[src/rtl/fifo_burst_reader.sv]
// rtl/fifo_burst_reader.sv - pops fixed-length bursts from the async FIFO read port onto a valid/ready stream
// Optional statistics counters: define FIFO_BURST_READER_STATS_EN.
module fifo_burst_reader #(
  parameter int DATA_LINES = 8,
  parameter int BURST_LEN  = 4,
  parameter int CNT_W      = 16
) (
  input  logic                  rclk,
  input  logic                  rrst,
  input  logic                  rempty,
  input  logic [DATA_LINES-1:0] rdata,
  output logic                  rinc,
  input  logic                  rd_en,
  output logic [DATA_LINES-1:0] m_data,
  output logic                  m_valid,
  input  logic                  m_ready,
  output logic                  m_last,
  output logic                  busy
`ifdef FIFO_BURST_READER_STATS_EN
  ,
  output logic [CNT_W-1:0]      burst_count,
  output logic [CNT_W-1:0]      stall_count
`endif
);

  generate
    if (BURST_LEN < 1 || BURST_LEN > 255 || CNT_W < 1) begin : g_bad_params
      $error("fifo_burst_reader: BURST_LEN must be 1..255 and CNT_W at least 1");
    end
  endgenerate

  typedef enum logic [1:0] {S_IDLE, S_BURST, S_DRAIN} state_t;

  state_t                state_q, state_d;
  logic [7:0]            beats_left_q, beats_left_d;
  logic [1:0]            buf_count_q, buf_count_d;
  logic [DATA_LINES-1:0] head_data_q, head_data_d;
  logic                  head_last_q, head_last_d;
  logic [DATA_LINES-1:0] tail_data_q, tail_data_d;
  logic                  tail_last_q, tail_last_d;
  logic                  pop;
  logic                  xfer;
  logic                  pop_last;

`ifdef FIFO_BURST_READER_STATS_EN
  logic [CNT_W-1:0]      burst_count_q, burst_count_d;
  logic [CNT_W-1:0]      stall_count_q, stall_count_d;
`endif

  always_comb begin
    pop          = (state_q == S_BURST) && !rempty && (buf_count_q < 2'd2) &&
                   (beats_left_q != 8'd0) && !rrst;
    xfer         = (buf_count_q != 2'd0) && m_ready;
    pop_last     = (beats_left_q == 8'd1);
    state_d      = state_q;
    beats_left_d = beats_left_q;
    buf_count_d  = buf_count_q;
    head_data_d  = head_data_q;
    head_last_d  = head_last_q;
    tail_data_d  = tail_data_q;
    tail_last_d  = tail_last_q;

    // Head is the presented beat; tail holds the second word while downstream stalls.
    if (pop && xfer) begin
      if (buf_count_q == 2'd1) begin
        head_data_d = rdata;
        head_last_d = pop_last;
      end else begin
        head_data_d = tail_data_q;
        head_last_d = tail_last_q;
        tail_data_d = rdata;
        tail_last_d = pop_last;
      end
    end else if (pop) begin
      if (buf_count_q == 2'd0) begin
        head_data_d = rdata;
        head_last_d = pop_last;
      end else begin
        tail_data_d = rdata;
        tail_last_d = pop_last;
      end
      buf_count_d = buf_count_q + 2'd1;
    end else if (xfer) begin
      head_data_d = tail_data_q;
      head_last_d = tail_last_q;
      buf_count_d = buf_count_q - 2'd1;
    end

    case (state_q)
      S_IDLE: begin
        if (rd_en && !rempty) begin
          state_d      = S_BURST;
          beats_left_d = 8'(BURST_LEN);
        end
      end
      S_BURST: begin
        if (pop) begin
          beats_left_d = beats_left_q - 8'd1;
          if (pop_last) state_d = S_DRAIN;
        end
      end
      S_DRAIN: begin
        if (buf_count_d == 2'd0) state_d = S_IDLE;
      end
      default: state_d = S_IDLE;
    endcase

`ifdef FIFO_BURST_READER_STATS_EN
    burst_count_d = burst_count_q;
    stall_count_d = stall_count_q;
    if (xfer && head_last_q && !(&burst_count_q)) burst_count_d = burst_count_q + 1'b1;
    if ((state_q == S_BURST) && rempty && !(&stall_count_q)) stall_count_d = stall_count_q + 1'b1;
`endif
  end

  always_ff @(posedge rclk) begin
    if (rrst) begin
      state_q      <= S_IDLE;
      beats_left_q <= 8'd0;
      buf_count_q  <= 2'd0;
      head_data_q  <= '0;
      head_last_q  <= 1'b0;
      tail_data_q  <= '0;
      tail_last_q  <= 1'b0;
    end else begin
      state_q      <= state_d;
      beats_left_q <= beats_left_d;
      buf_count_q  <= buf_count_d;
      head_data_q  <= head_data_d;
      head_last_q  <= head_last_d;
      tail_data_q  <= tail_data_d;
      tail_last_q  <= tail_last_d;
    end
  end

`ifdef FIFO_BURST_READER_STATS_EN
  always_ff @(posedge rclk) begin
    if (rrst) begin
      burst_count_q <= '0;
      stall_count_q <= '0;
    end else begin
      burst_count_q <= burst_count_d;
      stall_count_q <= stall_count_d;
    end
  end

  assign burst_count = burst_count_q;
  assign stall_count = stall_count_q;
`endif

  assign rinc    = pop;
  assign m_valid = (buf_count_q != 2'd0);
  assign m_data  = head_data_q;
  assign m_last  = head_last_q && m_valid;
  assign busy    = (state_q != S_IDLE);

endmodule

[config.mk]
export PLATFORM = sky130hd
export DESIGN_NAME = fifo_burst_reader
export DESIGN_NICKNAME = d
export VERILOG_FILES = /design/src/rtl/fifo_burst_reader.sv
export SDC_FILE = /design/constraint.sdc
export NUM_CORES = 1
export LEC_CHECK = 0
export CAP_MARGIN = 20
export CORE_MARGIN = 5
export CORE_UTILIZATION = 30
export CTS_CLUSTER_DIAMETER = 50
export DETAILED_ROUTE_END_ITERATION = 6
export GPL_TIMING_DRIVEN = 0
export SETUP_SLACK_MARGIN = 0.4
export SYNTH_ARGS = -nofsm -noshare
export SYNTH_HDL_FRONTEND = slang
export SYNTH_SLANG_ARGS = --single-unit
[constraint.sdc]
create_clock -name rclk -period 2.12 [get_ports rclk]
set_clock_uncertainty 0.15 [all_clocks]
set_input_delay 0.212 -clock rclk [delete_from_list [all_inputs] [get_ports rclk]]
set_output_delay 0.212 -clock rclk [all_outputs]
set_load 0.005 [all_outputs]
==> flow_metrics.py, run 1 <==
metrics = {
    "critical_path": {
        "arrival_ns": 2.33,
        "slowest_stage": "or4_4",
        "cp_max_fo": 9,
        "cp_cell_sequence": "or4_4, buf_6, or3_4, buf_6, a31o_1, buf_6, a311oi_2",
        "cpPeakStageDelay_ns": 0.53,
        "rr_startpoint": "beats_left_q[6]$_SDFFE_PP0P_",
        "crit_path_start": "beats_left_q[6]$_SDFFE_PP0P_",
        "cp-start-kind": "flop",
        "end_kind": "flop",
        "cpMostUsedCell": "buf_6",
        "crit_family": "simple AND/OR/NAND/NOR gates",
        "path_buf_inv": 3,
        "crit_type": "flop to flop",
        "worstPathRequired_ns": 2.17,
    },
    "run_status": {
        "status": "complete, but fails checks",
        "violations": "setup timing",
    },
    "floorplanning": {
        "dieWidth_um": 84.3,
        "fp.dieArea_sq_mm": 0.00711,
        "dieHeight_um": 84.3,
        "core_area_sq_mm": 0.00544,
        "io_pins": 25,
        "start_util": 0.305,
        "num_rows": 27,
    },
    "final_layout": {
        "fin_util": 0.496,
        "num-fill-cells": 503,
        "nets": 260,
        "antenna_cells": 0,
        "regArea_sq_um": 607,
        "multi_input_area_sq_mm": 0.00121,
        "fin_cells": 316,
        "layout-drive-gt1-share": 0.418,
        "syn2layout_area_growth_pct": 62.8,
        "design_area_sq_mm": 0.00270,
    },
    "logic_synthesis": {
        "ys_ff_latch": 30,
        "synth_edf_count": 0,
        "syn_inst": 189,
        "syn-num-nets": 206,
        "yosysWarnings": 0,
        "synthFlopType": "dfxtp_1",
        "syn_area_sq_mm": 0.00166,
        "async_reset_ff_frac": 0,
        "yosysUniqueCellTypes": 37,
        "seq_area_frac_synth": 0.363,
        "syn_area_per_cell_sq_um": 8.77,
    },
    "placement": {
        "placedCellCount": 285,
        "routabilityCongestion": 0.792,
        "dpl_worst_slack_ns": -0.596,
        "placed_area_sq_mm": 0.00207,
        "io_buffers": 24,
        "dp.final_hpwl_um": 3470,
    },
    "power": {
        "p_total_uw": 1910,
        "p_leak_uw": 0.000895,
        "ir_drop_mv": 0.350,
        "power_density_mw_per_mm2": 706,
    },
    "cts": {
        "cts_root_buf": "clkbuf_8",
        "htree_levels": 2,
        "clk_latency_ns": 0.29,
        "cts_hold_buf": 0,
        "cts_tree": "built",
        "numCtsBuffers": 5,
        "clkSinkCount": 30,
        "path_clk_slew_ns": 0.07,
        "clockBufferDepth": 2,
    },
    "sta": {
        "hold_viol_final": 0,
        "rsz0062_at_grt": "yes",
        "max_freq_ghz": 0.439,
        "setup_ws_ns": -0.160,
        "worst_pin_slew_ns": 0.839,
        "period_minus_slack_ns": 2.28,
        "finalSetupViolations": 25,
        "relSlewSlack": 0.441,
        "min_period_over_period": 1.08,
        "slew_viol_final": 0,
    },
    "min_path": {
        "hp-class": "flop to flop",
        "min_from": "beats_left_q[4]$_SDFFE_PP0P_",
    },
    "detailed_routing": {
        "ant_nets": 0,
        "vias": 1877,
        "dr.first_iter.drc_count": 205,
        "avgViaCountPerCell": 5.94,
        "first_pass_iters": 5,
        "wl_per_cell_um": 18.9,
        "wl_um": 5970,
        "drc": 0,
    },
    "global_routing": {
        "grt_max_degree": 11,
        "grt_antenna_before_repair": 0,
        "grt_pass1_vias": 1838,
        "overflow": 0,
        "grt_first_pass_wirelength_um": 9630,
        "grt_use_total": 0.169,
    },
    "job": {
        "drv_cap": 0,
    },
}
[cell usage after synthesis, types with 2 or more instances]
cell type  instances  area share
a21oi_1           14       0.042
mux2i_1            3       0.018
o31ai_1           20       0.091
o211ai_1           2      0.0091
nor2_1             3      0.0068
buf_2              4       0.012
or2_2              2      0.0076
inv_1              5       0.011
nor3b_1            2      0.0091
nand2b_1           3       0.011
or4_1              2      0.0091
clkbuf_1          14       0.032
nand2_1            5       0.011
nand3_1            4       0.012
buf_1              3      0.0068
ha_1               4       0.030
a21boi_0           2      0.0091
nand4_1           18       0.068
nor4_1             2      0.0076
nor2b_1            3       0.011
or4b_2             2       0.012
nor3_1             2      0.0060
nor4b_1            2       0.011
dfxtp_1           30        0.36
a311oi_1          19        0.10
or3_1              8       0.030
[logic make-up after synthesis]
| logic type | Yosys count | share of synthesized area |
|---|---|---|
| buffers and inverters | 27 | 0.0687 |
| XOR/XNOR | 1 | 0.00529 |
| AND/OR/NAND/NOR | 61 | 0.230 |
| AO/OA/AOI/OAI | 63 | 0.285 |
| adder cells (fa/ha/maj) | 4 | 0.0302 |
| flip-flops | 30 | 0.363 |
| multiplexers | 3 | 0.0181 |
[report_power, final]
group / switching (uW) / internal (uW) / total [uW] / leakage, uW
Sequential: 32.3 / 610 / 642 / 0.000245
Combinational: 398 / 370 / 768 / 0.000601
Clock: 233 / 262 / 495 / 0.0000482
[path summary, 6_finish.rpt]
check | end | slack [ns] | cells after the start
worst min-delay path | beats_left_q[4]$_SDFFE_PP0P_ | 0.32 | 1
worst max register to register | m_data[6]$_SDFFE_PP0P_ | -0.16 | 7
worst max-delay path | m_data[6]$_SDFFE_PP0P_ | -0.16 | 7
worst min register to register | beats_left_q[4]$_SDFFE_PP0P_ | 0.32 | 1
[per-stage QoR]
stage / hold slack [ns] / TNS (ns)
6_report: 0.319 / -1.85
5_1_grt: 0.346 / -3.25
4_1_cts: 0.317 / -1.71
3_5_place_dp: 0.306 / -10.46
3_3_place_gp: 0.300 / -10.74
2_1_floorplan: 0.212 / -0.0598
[routing by layer]
metal	routed length [um]	global-route usage	up-vias
met5	0	0	-
met1	2480	0.207	895
met2	2880	0.279	98
met3	454	0.0402	16
li1	-	-	868
met4	155	0.0789	0
[state kept, by name (all words and copies together), names as in the netlist]
signal        flops
tail_last_q       1
head_last_q       1
m_data            8
beats_left_q      8
buf_count_q       2
tail_data_q       8
state_q           2
[layout make-up]
cell class / count / share of cell area
clock inverters: 1 / 0.00186
inverters: 5 / 0.00696
multi-input cells: 132 / 0.448
repair buffers: 47 / 0.165
clock buffers: 7 / 0.0320
flip-flops and latches: 30 / 0.225
plain buffers: 22 / 0.0881
well taps: 72 / 0.0334
[cells in the final DEF (no fill, tap or decap), types with 3 or more instances in the layout]
cell	Yosys	final
nand3_1	4	3
nand4_1	18	18
clkbuf_2	0	6
nand2_1	5	5
a311oi_2	1	14
nor2b_1	3	3
clkbuf_16	0	4
dfxtp_2	0	5
clkbuf_1	14	5
a21oi_2	0	3
o31ai_1	20	17
buf_4	0	14
clkdlybuf4s50_1	0	18
dfxtp_1	30	25
a21oi_1	14	11
dlygate4sd2_1	0	4
mux2i_1	3	3
or3_4	0	3
buf_8	0	4
or3_1	8	5
inv_1	5	5
a311oi_1	19	6
clkbuf_8	0	8
buf_6	1	10
[what timing repair did]
| item | CTS | global route |
|---|---|---|
| pin swaps | 15 | 10 |
| cloned | 2 | 1 |
| gates resized for setup | 69 | 23 |
| setup endpoints to repair | 34 | 32 |
| setup buffers | 18 | 2 |
No activity file was read; power rests on OpenSTA's default activity.
==> inputs of run 2 (changes only) <==
--- a/config.mk
+++ b/config.mk
@@ -6,7 +6,7 @@
 export NUM_CORES = 1
 export LEC_CHECK = 0
 export CAP_MARGIN = 20
-export CORE_MARGIN = 5
+export CORE_MARGIN = 1
 export CORE_UTILIZATION = 30
 export CTS_CLUSTER_DIAMETER = 50
 export DETAILED_ROUTE_END_ITERATION = 6
==> flow_metrics.py, run 2 (synthesized netlist as in run 1, its figures left out) <==
metrics = {
    "global_routing": {
        "overflow": 0,
        "grt_pass1_vias": 1702,
        "grt_max_degree": 11,
        "grt_use_total": 0.200,
        "grt_first_pass_wirelength_um": 9140,
        "grt_antenna_before_repair": 0,
    },
    "critical_path": {
        "slowest_stage": "or4_4",
        "end_kind": "flop",
        "rr_startpoint": "beats_left_q[6]$_SDFFE_PP0P_",
        "rrSetupSlack_ns": -0.12,
        "path_buf_inv": 3,
        "cp_cell_sequence": "or4_4, buf_6, or3_1, buf_6, a31o_1, buf_6, a311oi_2",
        "crit_type": "flop to flop",
        "worstPathRequired_ns": 2.17,
        "arrival_ns": 2.28,
        "rr_endpoint": "m_data[1]$_SDFFE_PP0P_",
        "cp_max_fo": 9,
        "worstRegToRegCells": 7,
        "cpMostUsedCell": "buf_6",
        "cpPeakStageDelay_ns": 0.52,
        "crit_family": "simple AND/OR/NAND/NOR gates",
        "cp-start-kind": "flop",
    },
    "sta": {
        "max_freq_ghz": 0.447,
        "setup_ws_ns": -0.117,
        "min_period_over_period": 1.06,
        "worst_pin_slew_ns": 0.841,
        "hold_viol_final": 0,
        "fin_hold_ws_ns": 0.329,
        "rsz0062_at_grt": "yes",
        "finalSetupViolations": 24,
        "relSlewSlack": 0.440,
        "slew_viol_final": 0,
        "period_minus_slack_ns": 2.24,
    },
    "cts": {
        "cts_tree": "built",
        "path_clk_slew_ns": 0.07,
        "clkSinkCount": 30,
        "clockBufferDepth": 2,
        "numCtsBuffers": 5,
        "cts_root_buf": "clkbuf_8",
        "htree_levels": 2,
        "clk_latency_ns": 0.29,
    },
    "run_status": {
        "status": "complete, but fails checks",
        "violations": "setup timing",
    },
    "detailed_routing": {
        "drc": 0,
        "dr.first_iter.drc_count": 153,
        "first_pass_iters": 4,
        "ant_nets": 0,
        "wl_um": 5790,
        "wl_per_cell_um": 18.5,
        "vias": 1784,
        "avgViaCountPerCell": 5.70,
    },
    "power": {
        "clockPowerShare": 0.263,
        "p_comb_frac": 0.400,
        "p_total_uw": 1900,
        "switchingPower_uw": 658,
        "pwr-share-seq": 0.337,
        "power_density_mw_per_mm2": 710,
        "p_leak_uw": 0.000899,
        "ir_drop_mv": 0.290,
        "p_int_uw": 1250,
        "switching_share": 0.345,
    },
    "final_layout": {
        "fin_util": 0.515,
        "syn2layout_area_growth_pct": 61.9,
        "nets": 259,
        "layout-drive-gt1-share": 0.416,
        "antenna_cells": 0,
        "mostFrequentLayoutCell": "dfxtp_1",
        "design_area_sq_mm": 0.00268,
        "layout_common_cells": "24 x dfxtp_1, 18 x nand4_1, 18 x clkdlybuf4s50_1",
    },
    "floorplanning": {
        "fp.dieArea_sq_mm": 0.00582,
        "dieHeight_um": 76.3,
        "start_util": 0.318,
        "io_pins": 25,
        "core_area_sq_mm": 0.00520,
        "num_rows": 26,
        "dieWidth_um": 76.3,
    },
    "min_path": {
        "hold_end": "tail_data_q[2]$_SDFFE_PP0P_",
        "min_from": "tail_data_q[2]$_SDFFE_PP0P_",
        "hp-class": "flop to flop",
        "holdPathStages": 2,
    },
    "placement": {
        "dpl_worst_slack_ns": -0.599,
        "routabilityCongestion": 0.760,
        "io_buffers": 24,
        "placed_area_sq_mm": 0.00207,
        "dp.final_hpwl_um": 3440,
    },
    "job": {
        "drv_cap": 0,
    },
}
## run 2: cell types whose count changed in the layout (fill, tap and decap cells not counted), moves of 2 or more
cell      previous run  this run
buf_6               10         8
a311oi_1             6         8
a21oi_2              3         1
buf_4               14        16
nor3_1               0         2
nor3_2               2         0
a311oi_2            14        12
## run 2: routing by layer
metal	routed length, um	vias up	global-route usage
met2	2790	60	0.327
met4	61	0	0.0481
met5	0	-	0
met3	294	6	0.0359
li1	-	862	-
met1	2650	856	0.271
## run 2: layout make-up
cell class	instances	area [sq um]
Fill cell	482	2520
Multi-Input combinational cell	132	1200
Sequential cell	30	608
Timing Repair Buffer	46	429
Buffer	22	245
Tap cell	70	87.6
Clock buffer	6	82.6
Inverter	5	18.8
Clock inverter	2	12.5
## run 2: worst max-delay path by stage
| stage | from | to | depth (start not counted) | slack (ns) |
|---|---|---|---|---|
| after detailed placement | rempty | rinc | 7 | -0.60 |
| after global placement | rempty | rinc | 7 | -0.61 |
| final | beats_left_q[6]$_SDFFE_PP0P_ | m_data[1]$_SDFFE_PP0P_ | 7 | -0.12 |
| after global routing | beats_left_q[6]$_SDFFE_PP0P_ | m_data[1]$_SDFFE_PP0P_ | 7 | -0.16 |
| after floorplan | beats_left_q[4]$_SDFFE_PP0P_ | m_data[1]$_SDFFE_PP0P_ | 7 | -0.03 |
| after CTS | beats_left_q[6]$_SDFFE_PP0P_ | m_data[1]$_SDFFE_PP0P_ | 7 | -0.11 |
## run 2: through the flow
| stage | setup TNS (ns) | cells |
|---|---|---|
| 2_1_floorplan | -0.0598 | 189 |
| 3_3_place_gp | -10.47 | 283 |
| 3_5_place_dp | -10.52 | 283 |
| 4_1_cts | -1.12 | 304 |
| 5_1_grt | -2.64 | 313 |
| 6_report | -1.50 | 313 |
## run 2: power by group through the flow
| stage | Clock (uW) | Sequential, uW | Combinational [uW] |
|---|---|---|---|
| after floorplan | 0 | 647 | 316 |
| after global placement | 0 | 651 | 517 |
| after detailed placement | 0 | 651 | 516 |
| after CTS | 501 | 637 | 623 |
| after global routing | 535 | 648 | 809 |
| final | 500 | 642 | 761 |
## run 2: worst register-to-register path: cells and delay by family, from the launching register on
family,cells,cell delay (ns)
and+or+nand+nor,2,0.84
DFF,1,0.32
buffers and inverters,3,0.43
AOI/OAI and AO/OA,2,0.41
## run 2: timing repair
item | 4_1_cts | 5_1_grt
buffers inserted | 13 | 8
gates cloned | 0 | 1
gates resized for setup | 65 | 26
hold buffers | 0 | 0
setup endpoints to repair | 34 | 32
pin swaps | 12 | 15
